--- config.mk ---
export PLATFORM = sky130hd
export DESIGN_NAME = uart_tx_ctl
export DESIGN_NICKNAME = d
export VERILOG_FILES = /design/src/rtl/uart_tx_ctl.sv
export SDC_FILE = /design/constraint.sdc
export NUM_CORES = 1
export LEC_CHECK = 0
export ABC_AREA = 1
export BUFFER_PORTS_ARGS = -buffer_cell sky130_fd_sc_hd__buf_2
export CELL_PAD_IN_SITES_DETAIL_PLACEMENT = 0
export CELL_PAD_IN_SITES_GLOBAL_PLACEMENT = 1
export CORE_MARGIN = 1.5
export CORE_UTILIZATION = 42
export DETAILED_ROUTE_END_ITERATION = 8
export MAX_ROUTING_LAYER = met4
export PLACE_DENSITY_LB_ADDON = 0.1
export SYNTH_ARGS = -nofsm -noshare
export SYNTH_HDL_FRONTEND = slang
export SYNTH_SLANG_ARGS = --single-unit
--- constraint.sdc ---
create_clock -name clk -period 3.4 [get_ports clk]
set_input_delay 0.17 -clock clk [delete_from_list [all_inputs] [get_ports clk]]
set_output_delay 0.17 -clock clk [all_outputs]
set_load 0.01 [all_outputs]
--- src/rtl/uart_tx_ctl.sv ---
// UART transmit controller: 8N1/8E1/8O1 (one or two stop bits) framing,
// paced by a 16x baud enable, with a valid/ready byte input.
module uart_tx_ctl #(
    parameter int STOP_BITS = 1,
    parameter int PARITY    = 0
) (
    input  logic       clk,
    input  logic       rst,
    input  logic       baud_x16_en,
    input  logic [7:0] tx_data,
    input  logic       tx_valid,
    output logic       tx_ready,
    output logic       txd,
    output logic       tx_busy
);

    localparam logic [2:0] S_IDLE   = 3'd0;
    localparam logic [2:0] S_START  = 3'd1;
    localparam logic [2:0] S_DATA   = 3'd2;
    localparam logic [2:0] S_PARITY = 3'd3;
    localparam logic [2:0] S_STOP   = 3'd4;

    logic [2:0] r_state;
    logic [3:0] r_cnt;
    logic [2:0] r_idx;
    logic [7:0] r_shift;
    logic       r_stop;
    logic       r_txd;
    logic       r_busy;

    logic       w_accept;
    logic       w_bit_end;
    logic       w_par;
    logic [2:0] w_idx_nxt;

    assign tx_ready  = (r_state == S_IDLE) && !rst;
    assign w_accept  = tx_valid && tx_ready;
    assign w_bit_end = baud_x16_en && (r_cnt == 4'd15);
    assign w_idx_nxt = r_idx + 3'd1;
    // Parity comes from the captured byte, never from live tx_data
    assign w_par     = (PARITY == 2) ? ~(^r_shift) : (^r_shift);

    assign txd     = r_txd;
    assign tx_busy = r_busy;

    always_ff @(posedge clk) begin
        if (rst) begin
            r_state <= S_IDLE;
            r_cnt   <= 4'd0;
            r_idx   <= 3'd0;
            r_shift <= 8'd0;
            r_stop  <= 1'b0;
            r_txd   <= 1'b1;
            r_busy  <= 1'b0;
        end else begin
            if (r_state != S_IDLE && baud_x16_en)
                r_cnt <= r_cnt + 4'd1;
            case (r_state)
                S_IDLE: begin
                    r_txd  <= 1'b1;
                    r_busy <= 1'b0;
                    if (w_accept) begin
                        r_shift <= tx_data;
                        r_state <= S_START;
                        r_txd   <= 1'b0;
                        r_busy  <= 1'b1;
                        r_cnt   <= 4'd0;
                        r_idx   <= 3'd0;
                        r_stop  <= 1'b0;
                    end
                end
                S_START: begin
                    if (w_bit_end) begin
                        r_state <= S_DATA;
                        r_idx   <= 3'd0;
                        r_txd   <= r_shift[0];
                    end
                end
                S_DATA: begin
                    if (w_bit_end) begin
                        if (r_idx == 3'd7) begin
                            if (PARITY != 0) begin
                                r_state <= S_PARITY;
                                r_txd   <= w_par;
                            end else begin
                                r_state <= S_STOP;
                                r_txd   <= 1'b1;
                            end
                        end else begin
                            r_idx <= w_idx_nxt;
                            r_txd <= r_shift[w_idx_nxt];
                        end
                    end
                end
                S_PARITY: begin
                    if (w_bit_end) begin
                        r_state <= S_STOP;
                        r_txd   <= 1'b1;
                    end
                end
                S_STOP: begin
                    r_txd <= 1'b1;
                    if (w_bit_end) begin
                        if (STOP_BITS == 2 && !r_stop) begin
                            r_stop <= 1'b1;
                        end else begin
                            r_state <= S_IDLE;
                            r_busy  <= 1'b0;
                        end
                    end
                end
                default: begin
                    r_state <= S_IDLE;
                    r_txd   <= 1'b1;
                    r_busy  <= 1'b0;
                    r_cnt   <= 4'd0;
                end
            endcase
        end
    end

endmodule
# After elaboration in Yosys (flattened, before gate mapping)

Index checks and enable logic that the tools add are counted.

Equality and inequality tests: 13
$lt $le $gt $ge: 1
$add $sub $neg: 2
Reductions and logical operators: 15
Bitwise logic cells: 1
Multiplexer cells: 25

Operators by type and width:

| kind                                                                   | count |
|---|---|
| 3-bit two-way mux                                                      | 9 |
| 3-bit case mux with 5 select lines                                     | 1 |
| 2-bit != test (second input constant)                                  | 7 |
| 3-bit case mux with 3 select lines                                     | 1 |
| 1-bit two-way mux                                                      | 8 |
| 4-bit two-way mux                                                      | 2 |
| 4-bit case mux with 2 select lines                                     | 1 |
| 3-bit by 2-bit equality test with 1-bit output (second input constant) | 2 |
| 3-bit equality test (second input constant)                            | 2 |
| 6-bit AND reduction                                                    | 1 |
| 3-bit nonzero test                                                     | 2 |
| 5-bit AND reduction                                                    | 1 |
| 4-bit by 1-bit adder with 4-bit output (second input constant)         | 1 |
| 4-bit equality test (second input constant)                            | 1 |
| 1-bit logical AND                                                      | 4 |
| 3-bit by 4-bit < comparator with 1-bit output (second input constant)  | 1 |
| 1-bit case mux with 4 select lines                                     | 1 |
| 2-bit AND reduction                                                    | 2 |
| 4-bit OR reduction                                                     | 1 |
| 3-bit by 1-bit adder with 3-bit output (second input constant)         | 1 |
| 1-bit binary-select mux with 3-bit select                              | 1 |
| 3-bit by 1-bit equality test with 1-bit output (second input constant) | 1 |
| 3-bit zero test                                                        | 1 |
| 1-bit case mux with 3 select lines                                     | 1 |
| other kinds (4)                                                        | 4 |

Logic and storage cells: 63
Flip-flop bits (word level): 20
Bits of input ports: 12
Output and inout bits: 3

# Depth between registers and ports, before layout

Depth after elaboration: 6
Gate-level depth with buffers: 10
Depth with buffers taken out: 10

# Worst setup path after synthesis

Ideal clock, no wire load.

Kind: register to register
Start point: reg r_idx[0]
End point: reg r_txd, in the netlist txd
Slack: 2012 ps
Setup time: 112 ps
Buffers on the path: 0
Period minus slack after synthesis: 1388 ps
Arrival time: 1276 ps
Stages on the path, launching flop included: 11
Data required time: 3288 ps
Cells stage by stage: dfxtp_1 -> ha_1 -> ha_1 -> inv_1 -> nand3_1 -> nand2_1 -> nor2_1 -> nor2_1 -> nand2_1 -> nand2_1 -> nand2_1

Cells in the longest elaborated chain, start to end: 6
Elaborated cells between the ends (all ways): 7
Classes of those cells: add/sub (1); eq/ne (1); mux (5)

Ends and longest elaborated chain:

| element                                   | RTL line | source |
|---|---|---|
| from (decl)                               | 25       | `logic [2:0] r_idx;` |
| from (signal assigned)                    | 90       | `r_idx <= w_idx_nxt;` |
| 3-bit by 1-bit adder with 3-bit output    | 39       | `assign w_idx_nxt = r_idx + 3'd1;` |
| 1-bit binary-select mux with 3-bit select | 91       | `r_txd <= r_shift[w_idx_nxt];` |
| 1-bit two-way mux (not written as such)   | 91       |  |
| 1-bit two-way mux *                       | 81       | `if (r_idx == 3'd7) begin` |
| 1-bit two-way mux *                       | 80       | `if (w_bit_end) begin` |
| 1-bit case mux with 4 select lines *      | 58       | `case (r_state)` |
| to (signal assigned)                      | 76       | `r_txd <= r_shift[0];` |
| to (signal assigned)                      | 84       | `r_txd <= w_par;` |
| to (signal assigned)                      | 91       |  |
| to (decl)                                 | 28       | `logic r_txd;` |

Mark *: on every way between the ends. The rest lies on a longest branch, timed or not. The select of a mux whose other input is x is not followed.
A chain may end at the register's enable or synchronous reset.

# Worst setup path after layout

Same ends and word-level chain as after synthesis.

==> results.md <==
- Outcome: complete, no violations
- RSZ-0062 raised after global routing: false
- Setup TNS: 0 ns
- Clock latency on the worst-skew pair: 0.31 ns
- Setup bufs post-CTS: 0
- Mapped Area: between 0.001 and 0.0015 mm^2
- Initial Util: 44.5%
- Post_cts resized: 0
- DRC: 0
- Max cap viols: 0
- Largest area contributor in the netlist: dfxtp_1
- Async SR Flop Fraction: 0%
- Crit path DAT: ~1.8 ns
- Max Freq: roughly 0.65 GHz
- Leak: around 0.59 nW
- Largest net degree at the start of global routing: 18
- Worst rel slew slack: approximately 59%
- CP Class: reg2reg
- Antenna diodes: 0
- Wirelength per Cell: 10.2 um
- Drt total wl: 2190 um
- Place WS: 1.86 ns
- Initial antenna violation count: 0
- Ratio of cells with drive above 1 in the final layout: 16.2%
- Worst Path Required: between 3 and 4 ns
- DRT antenna net count: 0
- Global-route wire length before repair: between 3000 and 4000 um
- Core area: between 0.002 and 0.0025 mm^2
- WL met2: ~900 um
- Main area contributors after synthesis: dfxtp_1 (36%), nand2_1 (20%), nor2_1 (8.2%), nand3_1 (6.8%), inv_1 (6.5%)
- CTS tree: built
- DR iter-0 viols: 18
- Area added between synthesis and finish: 13.0%
- Reg clk slew, reported paths: between 0.1 and 0.15 ns
- Top-area cell type share of the netlist area: 36.3%
- DR top layer: met4
- Vias in the first global route: ~890
- Pins over their slew limit: 0
- GPL Wtd Cong: around 0.81
- H-tree levels: 1
- Fin cells: between 200 and 250
- IO Port Bufs: 14
- Die H: approximately 54 um
- Die area: 0.00294 mm^2
- CTS sink count: 20
- Slew @ Worst Pin: approximately 0.62 ns
- Register bit count reported by yosys: 20
- Synth unique cells: 23
- EDFF count, synth: 0
- Wire length on met3: around 50 um
- Fin. Hold Viols: 0
- Post-Route M1 WL: approximately 1200 um
- DRT Pass-1 Iters: 4
- Ys flop type: dfxtp_1
- Synthesized Nets: between 150 and 200
- Post-DP HPWL: roughly 1700 um
- HP Class: in2reg
- # rows: 18
- Vias per inst: between 4 and 5
- Syn Area/Cell: about 6.5 um^2
- Remaining Overflow, GRT: 0
- Placed cell count: 211
- Design Power: 0.984 mW
- CTS Buffer Depth: 2
- Critical path startpoint category: register
- Setup-failing EPs final: 0
- Routed vias: roughly 1,000
- YS warnings: 0
- Clock Root Buffer: clkbuf_4
- Period utilization: 45.3%
- Min cycle time layout: about 1.5 ns
- Die X: between 50 and 60 um
- Hold_buf cts: 0
- Inserted Clock Buffers: 3
- GRT Total Usage: between 15 and 20%
- PD cells: ~790 mW/mm^2
- Cells after Synth: approximately 170
- Worst Setup End Kind: register
- Net count, final: between 200 and 250
- Layout Skew: roughly 0.0093 ns
- Seq/Total Area, Yosys: between 30% and 40%
- Peak fanout along the critical path: 7
- Final worst slack: between 1.5 and 2 ns
- Peak supply drop: approximately 370 uV
- # IOs: 15
-- layer usage --
metal | vias to the layer above | track usage, %
li1 | 564 | -
met1 | 438 | 26.3
met2 | 11 | 25.1
met3 | 2 | 2.46
met4 | 0 | 6.25
met5 | - | -
-- synth_stat cells (2+ instances only) --
cell type and n:
a21oi_1 4, ha_1 3, nor2_1 24, nor3_1 2
nor2_2 2, o21ai_0 6, nand2_2 2, nand3_1 15
nand2_1 58, inv_1 19, o21ai_2 2, dfxtp_1 20
nor2_4 2
-- cell usage in the layout (no fill, tap or decap) --
cell type,count
dfxtp_1,20
nor3_1,2
xor2_1,1
bufinv_16,1
nor2_4,2
nor2_1,24
nand2_2,2
inv_2,1
nand2_1,58
o211ai_1,1
o21ai_2,2
o21ai_0,6
o22ai_1,1
a21oi_1,4
ha_1,3
inv_1,19
nand3_1,15
o31ai_1,1
nor2_2,2
nor3_4,1
buf_2,14
nand2_4,1
a21oi_2,1
clkbuf_4,3
-- layout make-up --
class	count	area, um^2
Tap cell	30	37.5
Clock buffer	3	22.5
Timing Repair Buffer	14	70.1
Multi-Input combinational cell	127	612
Clock inverter	1	30.0
Fill cell	281	1230
Inverter	20	75.1
Sequential cell	20	400
-- flip-flops by register name, summed over array words and instances, names as in the netlist --
register and count:
r_cnt 4, r_idx 3, txd 1, r_shift 8, tx_busy 1, r_state 3
-- worst max-delay path, stage by stage (launching register included) --
cell     delay, ns
dfxtp_1       0.40
ha_1          0.23
ha_1          0.32
inv_1         0.09
nand3_1       0.07
nand2_1       0.07
nor2_1        0.04
nor2_1        0.09
nand2_1       0.06
nand2_1       0.05
nand2_1       0.04
-- per-stage QoR --
stage	utilization [%]	area, um^2	hold slack (ns)
floorplan	-	1100	0.239
global placement	48.2	1190	0.367
detailed placement	48.2	1190	0.376
CTS	50.4	1250	0.0399
global route	50.4	1250	0.0416
finish	50.4	1250	0.0479
-- worst paths after layout --
| path | start | endpoint | slack [ns] | cells after the start |
|---|---|---|---|---|
| max | r_idx[0]$_SDFFE_PP0P_ | txd$_SDFFE_PP1P_ | 1.86 | 10 |
| min reg2reg | r_shift[6]$_SDFFE_PP0P_ | r_shift[6]$_SDFFE_PP0P_ | 0.49 | 2 |
| min | tx_data[6] | r_shift[6]$_SDFFE_PP0P_ | 0.05 | 3 |
| max reg2reg | r_idx[0]$_SDFFE_PP0P_ | txd$_SDFFE_PP1P_ | 1.86 | 10 |
-- logic make-up (layout without fill, tap and decap cells) --
logic type / count (synthesis) / in the layout / share of synthesized area [%]
simple gates: 107 / 107 / 42.4
compound gates: 16 / 16 / 8.85
buf+inv: 22 / 38 / 8.28
flops: 20 / 20 / 36.3
xor+xnor: 1 / 1 / 0.794
fa+ha+maj: 3 / 3 / 3.40
-- where the power goes --
group / total [mW] / internal (mW) / switching, mW
Sequential: 0.343 / 0.293 / 0.0502
Combinational: 0.440 / 0.160 / 0.280
Clock: 0.200 / 0.119 / 0.0811
Note: power is estimated with default switching activity, not from simulation.
